File: config.mk
export PLATFORM = sky130hd
export DESIGN_NAME = cgra_clk_gate_ctrl
export DESIGN_NICKNAME = d
export VERILOG_FILES = /design/src/rtl/cgra_clk_gate_ctrl.sv
export SDC_FILE = /design/constraint.sdc
export NUM_CORES = 1
export LEC_CHECK = 0
export ABC_AREA = 1
export CAP_MARGIN = 30
export CORE_ASPECT_RATIO = 1.25
export CORE_MARGIN = 1
export CORE_UTILIZATION = 29
export CTS_CLUSTER_SIZE = 14
export DETAILED_ROUTE_END_ITERATION = 12
export DONT_BUFFER_PORTS = 1
export PLACE_DENSITY = 0.42
export SETUP_SLACK_MARGIN = 0.02
export SLEW_MARGIN = 10
export SYNTH_ARGS = -nofsm -noshare
export SYNTH_HDL_FRONTEND = slang
export SYNTH_SLANG_ARGS = --single-unit
export TNS_END_PERCENT = 10
File: constraint.sdc
create_clock -name clk_i -period 1.7 [get_ports clk_i]
set_input_delay 0.425 -clock clk_i [delete_from_list [all_inputs] [get_ports clk_i]]
set_output_delay 0.425 -clock clk_i [all_outputs]
set_load 0.05 [all_outputs]
File: src/rtl/cgra_clk_gate_ctrl.sv
// -----------------------------------------------------------------------------
// cgra_clk_gate_ctrl
//
// Power-management controller for the CGRA clock-gating cell. Lives in the
// always-on clock domain. It enables the CGRA clock when any client requests
// it, and waits a fixed settle time before granting. It holds the clock in ON
// while there is activity. After a programmable idle timeout it gates the
// clock again. It also keeps a saturating count of gated (OFF) cycles.
//
// Parameters:
//   NUM_REQ      number of requesters sharing the CGRA clock
//   WAKE_CYCLES  settle cycles between enable assertion and first grant (>=1)
//   TO_W         width of the idle-timeout value
//   STAT_W       width of the gated-cycle counter
//
// Ports:
//   clk_i           always-on clock
//   rst_i           synchronous, active-high reset
//   req_i           level requests, one per client
//   gnt_o           per-client grant; high only in ON, follows req_i
//   force_on_i      software keep-alive, an anonymous request
//   cgra_busy_i     CGRA datapath busy; ignored while the clock is gated
//   idle_timeout_i  idle cycles before gating; sampled on entry to IDLE
//   clk_en_o        enable to the gating cell, driven straight from a flop
//   state_o         OFF=0, WAKE=1, ON=2, IDLE=3
//   stat_clr_i      synchronous clear of the statistics counter
//   gated_cycles_o  saturating count of cycles spent in OFF
// -----------------------------------------------------------------------------
module cgra_clk_gate_ctrl #(
  parameter int NUM_REQ     = 3,
  parameter int WAKE_CYCLES = 2,
  parameter int TO_W        = 8,
  parameter int STAT_W      = 32
) (
  input  logic                clk_i,
  input  logic                rst_i,
  input  logic [NUM_REQ-1:0]  req_i,
  output logic [NUM_REQ-1:0]  gnt_o,
  input  logic                force_on_i,
  input  logic                cgra_busy_i,
  input  logic [TO_W-1:0]     idle_timeout_i,
  output logic                clk_en_o,
  output logic [1:0]          state_o,
  input  logic                stat_clr_i,
  output logic [STAT_W-1:0]   gated_cycles_o
);

  // The wake counter only ever holds values 0 .. WAKE_CYCLES-1.
  localparam int              WK_W      = (WAKE_CYCLES > 1) ? $clog2(WAKE_CYCLES) : 1;
  localparam logic [WK_W-1:0] WAKE_LOAD = WK_W'(WAKE_CYCLES - 1);

  if (WAKE_CYCLES < 1) begin : g_bad_wake
    $error("cgra_clk_gate_ctrl: WAKE_CYCLES must be at least 1");
  end

  typedef enum logic [1:0] {
    ST_OFF  = 2'd0,
    ST_WAKE = 2'd1,
    ST_ON   = 2'd2,
    ST_IDLE = 2'd3
  } state_t;

  state_t            r_state;
  state_t            w_state_nxt;
  logic [WK_W-1:0]   r_wake_cnt;
  logic [WK_W-1:0]   w_wake_cnt_nxt;
  logic [TO_W-1:0]   r_idle_cnt;
  logic [TO_W-1:0]   w_idle_cnt_nxt;
  logic              r_clk_en;
  logic [STAT_W-1:0] r_gated;

  logic w_any_req;
  logic w_activity;

  assign w_any_req  = (|req_i) | force_on_i;
  assign w_activity = w_any_req | cgra_busy_i;

  // ---------------------------------------------------------------------------
  // Next-state logic
  // ---------------------------------------------------------------------------
  always_comb begin
    // NOTE: every output of this block gets a default first, so no path can
    // leave a signal unassigned and infer a latch.
    w_state_nxt    = r_state;
    w_wake_cnt_nxt = r_wake_cnt;
    w_idle_cnt_nxt = r_idle_cnt;

    unique case (r_state)
      ST_OFF: begin
        // cgra_busy_i is deliberately not looked at: a busy flag from a
        // stopped datapath is meaningless and must not wake the clock.
        if (w_any_req) begin
          w_state_nxt    = ST_WAKE;
          w_wake_cnt_nxt = WAKE_LOAD;
        end
      end

      ST_WAKE: begin
        // Always runs to completion, even if the requester has gone away;
        // ON will then fall through to IDLE on its own.
        if (r_wake_cnt == '0) begin
          w_state_nxt = ST_ON;
        end else begin
          w_wake_cnt_nxt = r_wake_cnt - 1'b1;
        end
      end

      ST_ON: begin
        if (!w_activity) begin
          w_state_nxt    = ST_IDLE;
          w_idle_cnt_nxt = idle_timeout_i;
        end
      end

      ST_IDLE: begin
        // Fresh activity wins over expiry in the same cycle, so the clock
        // never drops for a request that arrives on the last idle cycle.
        if (w_activity) begin
          w_state_nxt = ST_ON;
        end else if (r_idle_cnt == '0) begin
          w_state_nxt = ST_OFF;
        end else begin
          w_idle_cnt_nxt = r_idle_cnt - 1'b1;
        end
      end

      default: begin
        w_state_nxt = ST_OFF;
      end
    endcase
  end

  // ---------------------------------------------------------------------------
  // State registers
  // ---------------------------------------------------------------------------
  always_ff @(posedge clk_i) begin
    // NOTE: sequential state uses non-blocking assignments so every flop
    // samples the pre-edge values, independent of statement order.
    if (rst_i) begin
      r_state    <= ST_OFF;
      r_wake_cnt <= '0;
      r_idle_cnt <= '0;
      r_clk_en   <= 1'b0;
    end else begin
      r_state    <= w_state_nxt;
      r_wake_cnt <= w_wake_cnt_nxt;
      r_idle_cnt <= w_idle_cnt_nxt;
      // The enable has its own flop instead of being decoded from the two
      // state bits. A WAKE->ON transition flips both bits. A decoder could
      // glitch through OFF and drop the gated clock. This flop always holds
      // (r_state != ST_OFF).
      r_clk_en   <= (w_state_nxt != ST_OFF);
    end
  end

  // ---------------------------------------------------------------------------
  // Gated-cycle statistics: clear has priority, then saturating increment.
  // ---------------------------------------------------------------------------
  always_ff @(posedge clk_i) begin
    if (rst_i || stat_clr_i) begin
      r_gated <= '0;
    end else if ((r_state == ST_OFF) && (r_gated != '1)) begin
      r_gated <= r_gated + 1'b1;
    end
  end

  // ---------------------------------------------------------------------------
  // Outputs
  // ---------------------------------------------------------------------------
  // Grants are shared, not arbitrated: the clock is common to every client.
  assign gnt_o          = (r_state == ST_ON) ? req_i : '0;
  assign clk_en_o       = r_clk_en;
  assign state_o        = r_state;
  assign gated_cycles_o = r_gated;

endmodule
[Yosys cells after proc, flatten, opt, wreduce, memory -nomap -nowiden]
Cells that the tools add are included.
Cells by class
  multiplexer cells: 14
  eq/ne operators: 8
  bitwise logic cells: 2
  reduce and logical (&&, ||, !) cells: 10
  add/sub/neg operators: 3
Operator list (count)
  $add A32 B1 Y32 const B: 1
  $ne A32 B32 Y1 const B: 1
  $mux W8: 3
  $pmux W8 S2: 1
  $mux W2: 5
  $logic_not A8 Y1: 1
  $ne A2 B2 Y1 const B: 4
  $pmux W2 S4: 1
  $sub A8 B1 Y8 const B: 1
  $reduce_bool A2 Y1: 3
  $eq A2 B2 Y1 const B: 2
  $reduce_and A4 Y1: 1
  $mux W3: 1
  $reduce_or A3 Y1: 1
  $eq A2 B1 Y1 const B: 1
  $logic_not A2 Y1: 1
  $mux W1: 2
  $or A1 B1 Y1: 2
  $pmux W1 S2: 1
  $reduce_and A2 Y1: 1
  $logic_and A1 B1 Y1: 1
  $logic_or A1 B1 Y1: 1
  $sub A1 B1 Y1 const B: 1
Storage, ports and cells
  output and inout port bits: 38
  register bits: 44
  input bits: 16
  word-level logic and storage cells: 42

[Depth between registers and ports, before layout]
Gate-level depths: netlist of the first run.
  depth after elaboration: 6
  depth in mapped cells: 11
  gate-level depth less buffers: 10

[Worst setup path after synthesis of the first run]
No wires, ideal clock.
  path type: register to register
  from: reg r_gated[0], in the netlist gated_cycles_o[0]
  to: reg r_gated[31], in the netlist gated_cycles_o[31]
  path buffers: 1
  required time: 1557 ps
  arrival time: 1961 ps
  stages on the path, launching flop included: 12
  slack: -405 ps
  clock period less this slack: 2105 ps
  library setup time: 143 ps
  path through: dfxtp_1 ha_1 nand2_1 nor2_4 nand2_4 nor2_8 nand2_4 nand2_8 inv_4 buf_6 nand2_1 a21oi_2
Between the ends
  word-level cells in the longest chain between the ends: 2
RTL lines
  start: declaration: RTL line 70  | logic [STAT_W-1:0] r_gated;
  start signal: assignment: RTL line 163  | r_gated <= r_gated + 1'b1;
  branches (longest 2 deep; another with $add A32 B1 Y32)
Several ways; the timed one is not identified.
A chain may end at the register's enable or synchronous reset.

[Worst setup path in the final report of the first run]
  from: reg r_gated[0], in the netlist gated_cycles_o[0]
  to: reg r_gated[25], in the netlist gated_cycles_o[25]
The elaborated chain is that of the path after synthesis.

==> summary.md, run 1 <==
| Metric | Value |
|---|---|
| Post-synth ARST share | `0` |
| Synth area leader | `dfxtp_1` |
| CP endpoint kind | `flop` |
| # nets final | `533` |
| DP Worst Slack | `-0.1238 ns` |
| Hold Crit Class | `input port to flop` |
| Clock Path Buffers | `2` |
| Pre-Repair DR Iteration Count | `4` |
| EDFF count, synth | `0` |
| Post-route ant nets | `0` |
| Via density | `4.539` |
| Req. time, crit path | `1.86 ns` |
| Fillers | `1050` |
| Peak VDD IR | `0.5825 mV` |
| Fmax | `0.6075 GHz` |
| Ant diodes | `0` |
| Max incr delay on CP | `0.38 ns` |
| Sequential cell area fraction in the yosys report | `0.3088` |
| IO Pins | `54` |
| Pwr Total | `0.002417 W` |
| Placer Congestion | `0.8508` |
| Ys flop type | `dfxtp_1` |
| Hold Violations, Final | `0` |
| Routed len/inst | `13.14 µm` |
| Synth Net Count | `473` |
| CP cell instances | `ha_4 > nand2_2 > nor2_4 > nand2_4 > nor2_8 > nand2_4 > nand2_8 > inv_6 > nand2_1 > a21oi_2` |
| Num rows | `40` |
| Top-count cell post-synth | `nand2_1` |
| Fin crit period | `1.646 ns` |
| Flops & latches, synth | `44` |
| # port buffers | `0` |
| Clk root buf | `clkbuf_16` |
| Max-cap violations | `0` |
| PwrDens | `658.3 mW/mm²` |
| First-pass GRT wire length | `14.02 mm` |
| Most used cell, CP | `nand2_4` |
| H-tree depth | `2` |
| Share of the synthesized area in the top cell type | `0.3088` |
| Status | `finished, final reports clean` |
| Max stage delay cell, worst path | `dfxtp_4` |
| Vias after detailed routing | `2914` |
| Gr usage total | `0.1749` |
| Mapped cell area | `0.002853 mm²` |
| Final WS setup | `0.05393 ns` |
| DR iter-0 viols | `69` |
| RSZ-0062 raised after global routing | `yes` |
| Final Core Density | `0.3820` |
| Distinct cells, synth | `30` |
| Syn_area_per_cell | `6.270 µm²` |
| Clk slew on worst S/H paths | `0.06 ns` |
| Worst relative slew slack | `0.6768` |
| Drt drc | `0` |
| CTS tree | `done` |
| Post-Route WL | `8.435 mm` |
| Clock Latency Late Sink | `0.29 ns` |
| # clock sinks | `44` |
| Area grow syn2layout | `28.68%` |
| Setup violations, final | `0` |
| Layout cells sized above 1 | `0.2810` |
| Initial antenna violation count | `0` |
| Fin. max-slew vios | `0` |
| Die ar. | `0.01024 mm²` |
| Post-Syn Instances | `455` |
| Fin crit share | `0.9683` |
| Pin count of the biggest net entering global routing | `27` |
| WP data arrival | `1.81 ns` |
| Final HPWL DP | `6.666 mm` |
| Lkg Pwr | `1.475 nW` |
| CTS buffer count | `5` |
| Critical path buffer and inverter count | `1` |
| Top cells by count, synth | `nand2_1, nor2_1, inv_1, dfxtp_1, nand3_1` |
| WS Path Type | `flop to flop` |
| Overflow after GRT | `0` |
| Core area | `0.009609 mm²` |
| Crit-path max FO | `26` |
| Chip Height | `112.9 µm` |
| Vias in the first global route | `2859` |
| Top cells by area, synth | `dfxtp_1, nand2_1, nor2_1` |
| R2R Setup Slk | `0.05 ns` |
| Cell family with most CP delay | `simple AND/OR/NAND/NOR gates` |
| Slew @ Worst Pin | `0.4841 ns` |
| Clk_skew | `0.004518 ns` |
| Yosys warns | `0` |
| Die span in x | `90.71 µm` |
| Critical Path Start Type | `flop` |
| Starting Density | `0.2969` |
-- per-layer routing --
layer	up-vias	wire length, µm	global-route usage
met1	1313	3621	0.1979
met2	52	4256	0.3182
met4	0	197	0.06774
met5	-	0	0
met3	9	360	0.03763
li1	1540	-	-
-- worst paths after layout --
| check | start | to | cells after the start |
|---|---|---|---|
| worst min register to register | r_idle_cnt[6] | r_idle_cnt[6] | 2 |
| worst max register to register | gated_cycles_o[0] | gated_cycles_o[25] | 10 |
| worst min-delay path | rst_i | r_idle_cnt[7] | 1 |
| worst max-delay path | gated_cycles_o[0] | gated_cycles_o[25] | 10 |
-- layout make-up --
type                            count  area (µm²)  share of cell area
Clock buffer                        7       132.6             0.03613
Clock inverter                      1       5.005            0.001363
Inverter                           46       177.7             0.04840
Multi-Input combinational cell    358        1783              0.4857
Sequential cell                    44       927.1              0.2526
Tap cell                          126       157.7             0.04294
Timing Repair Buffer               60       488.0              0.1329
-- cells by family (layout without fill, tap and decap cells) --
| group | Yosys count | count (layout) | share of synthesized area |
|---|---|---|---|
| AO/OA/AOI/OAI | 57 | 57 | 0.1298 |
| XOR/XNOR | 15 | 15 | 0.04605 |
| adder cells (fa/ha/maj) | 2 | 2 | 0.008771 |
| buffers and inverters | 53 | 114 | 0.08421 |
| flip-flops | 44 | 44 | 0.3088 |
| multiplexers | 1 | 1 | 0.003509 |
| AND/OR/NAND/NOR | 283 | 283 | 0.4189 |
-- through the flow --
stage | TNS, ns | hold slack, ns | cells | area [µm²]
after floorplan | -0.3242 | 0.4328 | 455 | 2928
after global placement | -0.1239 | 0.4404 | 633 | 3501
after detailed placement | -0.1238 | 0.4512 | 633 | 3501
after CTS | 0 | 0.1855 | 641 | 3651
after global routing | -1.711 | 0.1792 | 642 | 3671
final | 0 | 0.1962 | 642 | 3671
-- worst register-to-register path, delay by kind of cell, from the launching register on --
family	cells	cell delay, ns
buffers and inverters	1	0.13
AND/OR/NAND/NOR	7	0.82
AO/OA/AOI/OAI	1	0.05
adder cells (fa/ha/maj)	1	0.14
flip-flops	1	0.38
-- flip-flops by register name (all words and copies together) (netlist names) --
signal,cells
r_wake_cnt,1
state_o,2
gated_cycles_o,32
r_idle_cnt,8
clk_en_o,1
-- repair_timing --
item                                    in CTS  in global routing
pin swaps                                    0                  1
hold buffers                                 0                  0
setup buffers                                0                  1
endpoints found under the setup margin       4                 37
hold endpoints to repair                     0                  0
gates resized for setup                      3                  3
-- report_power, final --
group	leakage [nW]	switching [W]	internal (W)
logic	1.03	0.000258	0.000113
registers	0.373	0.0000406	0.00105
clock network	0.0679	0.000409	0.000544
-- layout by cell type (no fill, tap or decap), drive strengths merged --
| master | instances |
|---|---|
| inv | 46 |
| buf | 60 |
| ha | 2 |
| nand4 | 4 |
| xnor2 | 6 |
| nor2 | 83 |
| xor2 | 9 |
| mux2i | 1 |
| clkinv | 1 |
| or2 | 1 |
| a211oi | 1 |
| nand3 | 21 |
| nor3 | 4 |
| nand2 | 169 |
| o21ai | 16 |
| dfxtp | 44 |
| o31ai | 3 |
| clkbuf | 7 |
| a21oi | 37 |
| nand3b | 1 |
Note: power is estimated with default switching activity, not from simulation.
==> run 2, diff against run 1 <==
PLACE_DENSITY = unset   (was 0.42)
==> summary.md, run 2 (same netlist as run 1, synthesis figures left out) <==
| Metric | Value |
|---|---|
| Fillers | `1053` |
| Fin cells | `634` |
| RR Startpoint | `gated_cycles_o[0]` |
| Starting Density | `0.2969` |
| Drt drc | `0` |
| # nets final | `525` |
| CP endpoint kind | `primary output` |
| Ant diodes | `0` |
| Chip Height | `112.9 µm` |
| Pin count of the biggest net entering global routing | `27` |
| DR iter-0 viols | `128` |
| Num rows | `40` |
| Crit path capture | `gnt_o[2]` |
| Lkg Pwr | `1.458 nW` |
| R2R Setup Slk | `0.13 ns` |
| CTS tree | `done` |
| Clk root buf | `clkbuf_16` |
| First-pass GRT wire length | `13.20 mm` |
| FF-to-FF path depth | `10` |
| Overflow after GRT | `0` |
| Clk_skew | `0.007460 ns` |
| Routed len/inst | `12.49 µm` |
| Most common cell after layout, fill and taps aside | `nand2_1` |
| Commonest non-fill, non-tap cells in the layout | `nand2_1, nor2_1, buf_4` |
| H-tree depth | `2` |
| Clk slew on worst S/H paths | `0.06 ns` |
| Crit-path max FO | `6` |
| Max-cap violations | `0` |
| Hold Violations, Final | `0` |
| Die ar. | `0.01024 mm²` |
| # port buffers | `0` |
| Hold path cells | `1` |
| Pre-Repair DR Iteration Count | `4` |
| Gr usage total | `0.1602` |
| CP cell instances | `inv_1 > nand2_4 > nor2_4 > buf_12` |
| WP data arrival | `1.20 ns` |
| Die span in x | `90.71 µm` |
| Final HPWL DP | `6.189 mm` |
| Critical path origin | `state_o[0]` |
| Layout cells sized above 1 | `0.2894` |
| Peak VDD IR | `0.3496 mV` |
| Fin crit period | `1.623 ns` |
| Post-route ant nets | `0` |
| CTS Hold Bufs | `0` |
| Vias after detailed routing | `2962` |
| Hold Crit Class | `input port to flop` |
| Status | `finished, final reports clean` |
| Slew @ Worst Pin | `0.4935 ns` |
| Max stage delay cell, worst path | `dfxtp_2` |
| Initial antenna violation count | `0` |
| Fin. max-slew vios | `0` |
| Clock Latency Late Sink | `0.29 ns` |
| RSZ-0062 raised after global routing | `yes` |
| Post-Route WL | `7.920 mm` |
| # clock sinks | `44` |
| Worst relative slew slack | `0.6705` |
| Vias in the first global route | `2783` |
| Clock Path Buffers | `2` |
| Max FFs per register | `32` |
| Final hold slack | `0.2009 ns` |
| Placer Congestion | `0.8877` |
| Dpl cells | `622` |
| CTS buffer count | `5` |
| Core area | `0.009609 mm²` |
| Req. time, crit path | `1.27 ns` |
| Critical Path Start Type | `flop` |
| Area grow syn2layout | `29.47%` |
| PwrDens | `677.5 mW/mm²` |
| Fmax | `0.6160 GHz` |
| IO Pins | `54` |
| Worst R2R End | `gated_cycles_o[2]` |
| Setup violations, final | `0` |
| WS Path Type | `flop to primary output` |
| Max incr delay on CP | `0.36 ns` |
| Fin crit share | `0.9549` |
| Via density | `4.672` |
## run 2: changes by cell type in the layout (fill, tap and decap cells not counted), moves of 2 or more
cell      change
nor2_2        +2
buf_4        -11
buf_12        +2
clkbuf_1      -2
nor2_4        +3
nor2_1        -5
nand2_1       -2
## run 2: report_power, final
part	total (W)	internal [W]	switching [W]	leakage [nW]
Clock	0.000988	0.000580	0.000408	0.0766
Combinational	0.000420	0.000152	0.000268	1.01
Sequential	0.00109	0.00105	0.0000424	0.373
Total	0.00250	0.00178	0.000719	1.46
## run 2: layer usage
| metal | up-vias | wire length, µm | global-route usage | share of wire |
|---|---|---|---|---|
| met3 | 14 | 460 | 0.03965 | 0.058 |
| met4 | 0 | 216 | 0.05376 | 0.027 |
| met2 | 74 | 4129 | 0.3045 | 0.52 |
| li1 | 1523 | - | - | - |
| met1 | 1351 | 3114 | 0.1707 | 0.39 |
| met5 | - | 0 | 0 | 0 |
## run 2: how the worst min path moves through the flow
stage / start / to / slack (ns)
2_1_floorplan: r_idle_cnt[6] / r_idle_cnt[6] / 0.43
3_3_place_gp: r_idle_cnt[6] / r_idle_cnt[6] / 0.45
3_5_place_dp: r_idle_cnt[6] / r_idle_cnt[6] / 0.45
4_1_cts: rst_i / r_idle_cnt[6] / 0.20
5_1_grt: rst_i / r_idle_cnt[6] / 0.19
6_report: rst_i / r_idle_cnt[4] / 0.20
## run 2: worst max-delay path: cells and delay by family (launching register included)
family                 cells  cell delay [ns]
buffers and inverters      2             0.30
flip-flops                 1             0.36
AND/OR/NAND/NOR            2             0.25
## run 2: cell type report
cell class | instances | area (µm²) | area share
clock buffer | 6 | 138.9 | 0.03760
clock inverter | 2 | 10.01 | 0.002710
inverter | 46 | 177.7 | 0.04810
multi-input combinational | 358 | 1826 | 0.4942
sequential | 44 | 927.1 | 0.2510
tap | 126 | 157.7 | 0.04268
timing repair buffer | 52 | 456.7 | 0.1236
## run 2: repair_timing
item	4_1_cts	5_1_grt
hold endpoints to repair	0	0
pin swaps	0	3
setup buffers	0	4
setup endpoints to repair	4	36
gates resized for setup	1	18
## run 2: through the flow
| step | total power [W] | TNS, ns | instance area (µm²) | util | worst slack [ns] |
|---|---|---|---|---|---|
| 6_report | 0.002502 | 0 | 3694 | 0.3844 | 0.07666 |
| 3_3_place_gp | 0.001478 | -0.04840 | 3431 | 0.3570 | -0.04840 |
| 5_1_grt | 0.002612 | -0.0002900 | 3694 | 0.3844 | -0.0002900 |
| 3_5_place_dp | 0.001486 | -0.06427 | 3431 | 0.3570 | -0.06427 |
| 4_1_cts | 0.002482 | 0 | 3583 | 0.3729 | 0.004443 |
| 2_1_floorplan | 0.001399 | -0.3242 | 2928 | - | -0.09243 |
